<file path="config.mk">
export PLATFORM = sky130hd
export DESIGN_NAME = multdiv_unit
export DESIGN_NICKNAME = d
export VERILOG_FILES = /design/src/rtl/multdiv_pkg.sv /design/src/rtl/multdiv_counter.sv /design/src/rtl/multdiv_unit.sv
export SDC_FILE = /design/constraint.sdc
export NUM_CORES = 1
export LEC_CHECK = 0
export ABC_AREA = 1
export ABC_CLOCK_PERIOD_IN_PS = 3500
export CORE_MARGIN = 4
export CORE_UTILIZATION = 40
export CTS_CLUSTER_DIAMETER = 120
export CTS_CLUSTER_SIZE = 24
export DETAILED_ROUTE_END_ITERATION = 10
export PLACE_DENSITY_LB_ADDON = 0.1
export SYNTH_ARGS = -nofsm -noshare
export SYNTH_HDL_FRONTEND = slang
export SYNTH_SLANG_ARGS = --single-unit
</file>
<file path="constraint.sdc">
create_clock -name clk -period 3.5 [get_ports clk]
set_input_delay 0.525 -clock clk [delete_from_list [all_inputs] [get_ports clk]]
set_output_delay 0.525 -clock clk [all_outputs]
set_load 0.03 [all_outputs]
</file>
<file path="src/rtl/multdiv_pkg.sv">
// Shared types and sizing for the iterative signed multiply/divide unit.
package multdiv_pkg;
    localparam int WIDTH = 32;
    localparam int ITER  = 32;
    localparam int CNT_W = 6;

    typedef enum logic [1:0] {
        ST_IDLE,
        ST_MULT,
        ST_DIV,
        ST_DONE
    } state_t;

    // Two's complement magnitude; 0x80000000 maps to itself as an unsigned value.
    function automatic logic [WIDTH-1:0] mag(input logic [WIDTH-1:0] v);
        return v[WIDTH-1] ? (~v + WIDTH'(1)) : v;
    endfunction
endpackage

</file>
<file path="src/rtl/multdiv_counter.sv">
// Iteration counter: cleared on the start edge, counts while enabled, flags the last iteration.
module multdiv_counter
    import multdiv_pkg::*;
(
    input  logic             clk,
    input  logic             clr_n,
    input  logic             clr,
    input  logic             en,
    output logic [CNT_W-1:0] cnt,
    output logic             tc
);
    always_ff @(posedge clk) begin
        if (!clr_n)
            cnt <= '0;
        else if (clr)
            cnt <= '0;
        else if (en)
            cnt <= cnt + CNT_W'(1);
    end

    assign tc = (cnt == CNT_W'(ITER - 1));
endmodule

</file>
<file path="src/rtl/multdiv_unit.sv">
// Signed 32-bit multiply (shift-add) and divide (restoring), one iteration per cycle.
module multdiv_unit
    import multdiv_pkg::*;
(
    input  logic             clk,
    input  logic             clr_n,
    input  logic             ctrl_MULT,
    input  logic             ctrl_DIV,
    input  logic [WIDTH-1:0] data_operandA,
    input  logic [WIDTH-1:0] data_operandB,
    output logic [WIDTH-1:0] data_result,
    output logic             data_exception,
    output logic             data_resultRDY,
    output logic             busy
);
    state_t                 state;
    logic [2*WIDTH-1:0]     acc;
    logic [WIDTH-1:0]       opnd;
    logic                   neg;
    logic                   is_div;
    logic                   div_zero;

    logic [CNT_W-1:0]       cnt;
    logic                   tc;
    logic                   start_mul, start_div, accept;

    assign start_mul = (state == ST_IDLE) && ctrl_MULT && !ctrl_DIV;
    assign start_div = (state == ST_IDLE) && ctrl_DIV && !ctrl_MULT;
    assign accept    = start_mul || start_div;

    multdiv_counter u_cnt (
        .clk   (clk),
        .clr_n (clr_n),
        .clr   (accept),
        .en    ((state == ST_MULT) || (state == ST_DIV)),
        .cnt   (cnt),
        .tc    (tc)
    );

    // Shift-add step: acc = {partial product, remaining multiplier bits}.
    logic [WIDTH:0]       mul_sum;
    logic [2*WIDTH-1:0]   mul_next;
    assign mul_sum  = {1'b0, acc[2*WIDTH-1:WIDTH]} + {1'b0, opnd};
    assign mul_next = acc[0] ? {mul_sum, acc[WIDTH-1:1]} : {1'b0, acc[2*WIDTH-1:1]};

    // Restoring step: acc = {remainder, dividend bits shifting into quotient}.
    logic [2*WIDTH-1:0]   div_sh;
    logic [WIDTH:0]       div_diff;
    logic [2*WIDTH-1:0]   div_next;
    assign div_sh   = {acc[2*WIDTH-2:0], 1'b0};
    assign div_diff = {1'b0, div_sh[2*WIDTH-1:WIDTH]} - {1'b0, opnd};
    assign div_next = div_diff[WIDTH] ? div_sh
                                      : {div_diff[WIDTH-1:0], div_sh[WIDTH-1:1], 1'b1};

    logic [2*WIDTH-1:0]   prod_s;
    logic                 mul_exc;
    logic [WIDTH-1:0]     quot_s;
    logic                 div_exc;
    assign prod_s  = neg ? (~acc + (2*WIDTH)'(1)) : acc;
    assign mul_exc = !((&prod_s[2*WIDTH-1:WIDTH-1]) || !(|prod_s[2*WIDTH-1:WIDTH-1]));
    assign quot_s  = neg ? (~acc[WIDTH-1:0] + WIDTH'(1)) : acc[WIDTH-1:0];
    // A positive quotient with the top bit set cannot be represented (min_int / -1).
    assign div_exc = acc[WIDTH-1] && !neg;

    always_ff @(posedge clk) begin
        if (!clr_n) begin
            state          <= ST_IDLE;
            acc            <= '0;
            opnd           <= '0;
            neg            <= 1'b0;
            is_div         <= 1'b0;
            div_zero       <= 1'b0;
            data_result    <= '0;
            data_exception <= 1'b0;
            data_resultRDY <= 1'b0;
            busy           <= 1'b0;
        end else begin
            data_resultRDY <= 1'b0;
            if (data_resultRDY)
                busy <= 1'b0;
            case (state)
                ST_IDLE: begin
                    if (accept) begin
                        busy     <= 1'b1;
                        neg      <= data_operandA[WIDTH-1] ^ data_operandB[WIDTH-1];
                        is_div   <= start_div;
                        div_zero <= start_div && (data_operandB == '0);
                        if (start_mul) begin
                            acc   <= {{WIDTH{1'b0}}, mag(data_operandB)};
                            opnd  <= mag(data_operandA);
                            state <= ST_MULT;
                        end else begin
                            acc   <= {{WIDTH{1'b0}}, mag(data_operandA)};
                            opnd  <= mag(data_operandB);
                            state <= (data_operandB == '0) ? ST_DONE : ST_DIV;
                        end
                    end
                end
                ST_MULT: begin
                    acc <= mul_next;
                    if (tc)
                        state <= ST_DONE;
                end
                ST_DIV: begin
                    acc <= div_next;
                    if (tc)
                        state <= ST_DONE;
                end
                ST_DONE: begin
                    if (div_zero) begin
                        data_result    <= '0;
                        data_exception <= 1'b1;
                    end else if (is_div) begin
                        data_result    <= quot_s;
                        data_exception <= div_exc;
                    end else begin
                        data_result    <= prod_s[WIDTH-1:0];
                        data_exception <= mul_exc;
                    end
                    data_resultRDY <= 1'b1;
                    state          <= ST_IDLE;
                end
                default: state <= ST_IDLE;
            endcase
        end
    end
endmodule

</file>
; Word level (Yosys, flattened, before mapping)
; Cells that the tools add are included.
; Widths: inputs -> output; s select.
[word_totals]
in_bits = 68
reg_bits = 142
out_inout_bits = 35
elab_cells = 77
[op_classes]
reduce_logical = 24
n_eq_ne = 6
add_sub_neg = 7
n_bitwise = 6
n_mux = 23
[ops]
columns = operator, n
row1 = $mux 64, 4
row2 = $mux 32, 7
row3 = $pmux 64 s3, 1
row4 = $add 32x1->32 const B, 3
row5 = $not 32->32, 3
row6 = $add 64x1->64 const B, 1
row7 = $not 64->64, 1
row8 = $add 32x32->33, 1
row9 = $reduce_and 33->1, 1
row10 = $reduce_or 33->1, 1
row11 = $sub 32x32->33, 1
row12 = $logic_not 32->1, 1
row13 = $mux 1, 7
row14 = $add 6x1->6 const B, 1
row15 = $eq 6x5->1 const B, 1
row16 = $logic_and 1x1->1, 6
row17 = $mux 2, 3
row18 = $pmux 2 s3, 1
row19 = $reduce_and 2->1, 3
row20 = $logic_not 1->1, 5
row21 = $eq 2x2->1 const B, 2
row22 = $reduce_or 2->1, 2
row23 = $logic_or 1x1->1, 3
row24 = $reduce_bool 3->1, 1
row25 = other kinds (6), 6

; Longest topological paths before layout
[logic_depth]
ltp_word = 9
ltp_mapped = 21
depth_no_buf = 19

; Modules after synthesis
; From an unflattened synthesis, not the netlist that was laid out.
[hier_totals]
cells_unflattened = 2617
area_unflattened_um2 = 15065.7
[by_module_without_submodules]
columns = mod, n_inst, cells_each, seq_area_each_um2, area_each_um2
row1 = multdiv_unit, 1, 2579, 2722.6, 14792.9
row2 = multdiv_counter, 1, 38, 120.1, 272.8

; Worst setup path before layout
; Ideal clock, no wire load.
[synth_timing]
kind = register to register
from = register acc[31]
to = register acc[59]
setup_ps = 132
period_less_slack_ps = 2462
t_required_ps = 3368
t_arrival_ps = 2329
n_path_buf = 1
stages_incl_launch_ff = 19
slack_ps = 1038
path_cell_list = dfxtp_1 inv_1 ha_1 fa_1 inv_1 nand3_1 nand2_1 nand3_1 nand3_2 nand2_1 nand2_2 nand3_2 nand2_4 buf_6 nand2_1 o211ai_1 nand2_1 nand2_1 a21oi_1
[synth_via]
elab_chain_cells = 3
[synth_lines]
columns = item, line_no
row1 = from (decl), multdiv_unit.sv:17  ; logic [2*WIDTH-1:0] acc;
row2 = from (signal assigned), multdiv_unit.sv:89  ; acc <= {{WIDTH{1'b0}}, mag(data_operandB)};
row3 = from (signal assigned), multdiv_unit.sv:93  ; acc <= {{WIDTH{1'b0}}, mag(data_operandA)};
row4 = from (signal assigned), multdiv_unit.sv:100  ; acc <= mul_next;
row5 = $sub 32x32->33, multdiv_unit.sv:51  ; assign div_diff = {1'b0, div_sh[2*WIDTH-1:WIDTH]} - {1'b0, opnd};
row6 = $mux 64, multdiv_unit.sv:52  ; assign div_next = div_diff[WIDTH] ? div_sh
row7 = $pmux 64 s3, multdiv_unit.sv:81  ; case (state)
; No other way between the ends.
; A chain may end at the register's enable or synchronous reset.

; Worst setup path in the final report
[layout_timing]
from = register acc[31]
to = register acc[38]
; Same word-level chain as after synthesis.

==> metrics <==
Worst Hold Class=reg2reg; hold path cells=2; crit path launch=acc[31]; Crit path max-delay family=simple AND/OR/NAND/NOR gates; synthesized net count=2,789; async set-reset flop share out of synthesis=0%; sequential area share after synthesis=18.8%; Setup-failing EPs final=0; Crit path buffers/inverters=3; GRT Total Usage=32.3%; Hold Buf Count CTS=0; io pins=103; Syn Inst Count=2,647; dpl cell area=0.0168 mm2; worst slew pin tran=0.747 ns; CP max stage cell=dfxtp_1; static leakage=0.00754 uW; post_cts resized=0; vias per cell=5.68; pre-CTS WS=0.448 ns; routed wire length=68,200 um; Critical Path Most Common Cell=nand2_1; Detailed Place HPWL=55,200 um; TNS Setup=0 ns; first-pass GRT wire length=103,000 um; max incr delay on CP=0.43 ns; Max Root-Sink Buffers=2; maximum vdd drop=0.000421 V; Port-buffer cells=102; GRT overflow=0; Ys Warns=0; number of global-route vias before repair=17,400; Final period util=89.0%; Avg WL per Cell=21.1 um; post-CTS setup buffer count=0; status=completed; Yosys top cell by area=dfxtp_1; Final Instance Area=0.0174 mm2; worst skew pair latency=0.47 ns; fin. max-slew vios=0; ANT cells=0; #FFs+latches synth=142; number of CTS-inserted buffers=17; fin crit period=3.12 ns; crit-path cells=inv_1, ha_1, fa_1, inv_1, nand3_1, nand2_1, nand3_1, nand3_2, nand2_1, nand2_2, nand3_2, nand2_4, buf_12, a21oi_1, o21ai_1, o21ai_1, nand2_1, a21oi_1; drt drc=0; Max-Cap Viols=0; pwr/cell area=639 mW/mm2; CTS Sinks=142; worst-case reg-to-reg path depth=18; Post-DRT Antenna Nets=0; die height=203 um; startpoint types=flop; Mapped Area=0.0151 mm2; drt first pass iters=6; crit path capture type=flop; setup ws final=0.384 ns; Slew headroom=50.1%; Synth cell types=53; Synth area leaders=dfxtp_1 (19%), nand2_1 (19%), a21oi_1 (7.9%); Die Width=203 um; Worst-path clk slew=0.07 ns; Yosys top cell area share=18.8%; EDFF count, synth=0; post-synthesis average cell area=5.72 um2; routability congestion estimate=1.01; crit path max fanout=28; unrepaired setup endpoints after global routing=no; Rows=71; Synth Flop Type=dfxtp_1; vias=18,400; worst reg2reg startpoint=acc[31]; top-count cell post-synth=nand2_1; critical path type=reg2reg; Req. time, crit path=3.80 ns; fmax=321 MHz; CTS H-tree depth=4; share of post-route cells with drive strength above 1=5.24%; Starting DRT DRC Count=1,995; die area=0.0410 mm2; placed cells=3,207; nets@finish=2,857; final cell count without fillers=3,238; Post-synth top cells=nand2_1 (756), nor2_1 (284), inv_1 (277), a21oi_1 (240), nand3_1 (182); Final Hold Vio Count=0; largest net degree at the start of global routing=65; initial antenna violation count=1; CTS root buffer=clkbuf_16; Layout area overhead=15.0%; Starting Density=40.4%; critical path depth=18; crit path DAT=3.42 ns; HP Start=data_result[4]; clock skew=0.0189 ns; CORE AREA=0.0375 mm2; CTS tree=built
## where the power goes
group | switching [uW] | total, uW | internal (uW) | leakage (uW)
Sequential | 396 | 2290 | 1890 | 0.00116
Combinational | 5000 | 6960 | 1960 | 0.00610
Clock | 864 | 1890 | 1020 | 0.000285
Total | 6260 | 11100 | 4870 | 0.00754
## final cells by class
| cell class | count | area [um2] |
|---|---|---|
| clock buffer | 18 | 439 |
| inverter | 288 | 1080 |
| fill | 4125 | 20100 |
| sequential | 142 | 2840 |
| clock inverter | 13 | 146 |
| multi-input combinational | 2116 | 10800 |
| tap | 511 | 639 |
| timing repair buffer | 150 | 1460 |
## per-stage QoR
step | hold WS [ns] | power (uW) | utilization, %
after floorplan | 0.452 | 6740 | -
after global placement | 0.455 | 9050 | 44.9
after detailed placement | 0.460 | 9070 | 44.9
after CTS | 0.468 | 11000 | 46.4
after global routing | 0.487 | 11900 | 46.4
final | 0.467 | 11100 | 46.4
## placed cells by master, fill, tap and decap left out, drive strengths merged
cell type / n
a31o: 1
nor3b: 3
o221ai: 2
or2: 14
nand3b: 8
inv: 290
a21oi: 242
nand4: 29
a21o: 10
a211oi: 2
buf: 48
clkinv: 9
fa: 2
xor2: 41
o211a: 1
clkinvlp: 1
o211ai: 63
a21boi: 2
a221oi: 2
bufinv: 1
a22oi: 1
clkbuf: 18
and2: 1
o31ai: 2
nand3: 187
a31oi: 38
nor3: 27
nor4: 13
o21bai: 14
o2111ai: 1
nand2: 764
clkdlybuf4s50: 102
nor2: 294
dfxtp: 142
ha: 72
o21a: 5
xnor2: 39
o21ai: 198
o22ai: 38
## flip-flops by register name, summed over array words and instances (netlist names), 2 cells and up
signal / count
acc: 64
data_result: 32
opnd: 32
state: 2
u_cnt.cnt: 6
## kinds of logic (layout without fill, tap and decap cells)
family | count (synthesis) | after routing | share of synthesized area (%)
and+or+nand+nor | 1340 | 1340 | 36.9
AOI/OAI and AO/OA | 622 | 622 | 23.5
buffers and inverters | 389 | 469 | 9.98
DFF | 142 | 142 | 18.8
xor gates and xnor gates | 80 | 80 | 4.63
adders and majority gates | 74 | 74 | 6.21
## worst reg2reg max path: stages, from the launching register on
cell	delay [ns]
dfxtp_1	0.43
inv_1	0.15
ha_1	0.26
fa_1	0.39
inv_1	0.10
nand3_1	0.07
nand2_1	0.15
nand3_1	0.10
nand3_2	0.14
nand2_1	0.08
nand2_2	0.10
nand3_2	0.09
nand2_4	0.28
buf_12	0.22
a21oi_1	0.10
o21ai_1	0.09
o21ai_1	0.09
nand2_1	0.07
a21oi_1	0.05
## worst paths after layout
kind | to | slack, ns
hold / removal | data_result[4] | 0.47
setup reg to reg | acc[38] | 0.38
setup / recovery | acc[38] | 0.38
hold reg to reg | data_result[4] | 0.47
## per-layer routing
metal | GRT usage [%] | wire length [um] | vias to the layer above
met5 | 0 | 16 | -
met4 | 16.7 | 4060 | 2
met3 | 4.55 | 4400 | 158
met2 | 53.3 | 31200 | 772
met1 | 41.2 | 28500 | 8517
li1 | - | - | 8956
Note: power is estimated with default switching activity, not from simulation.
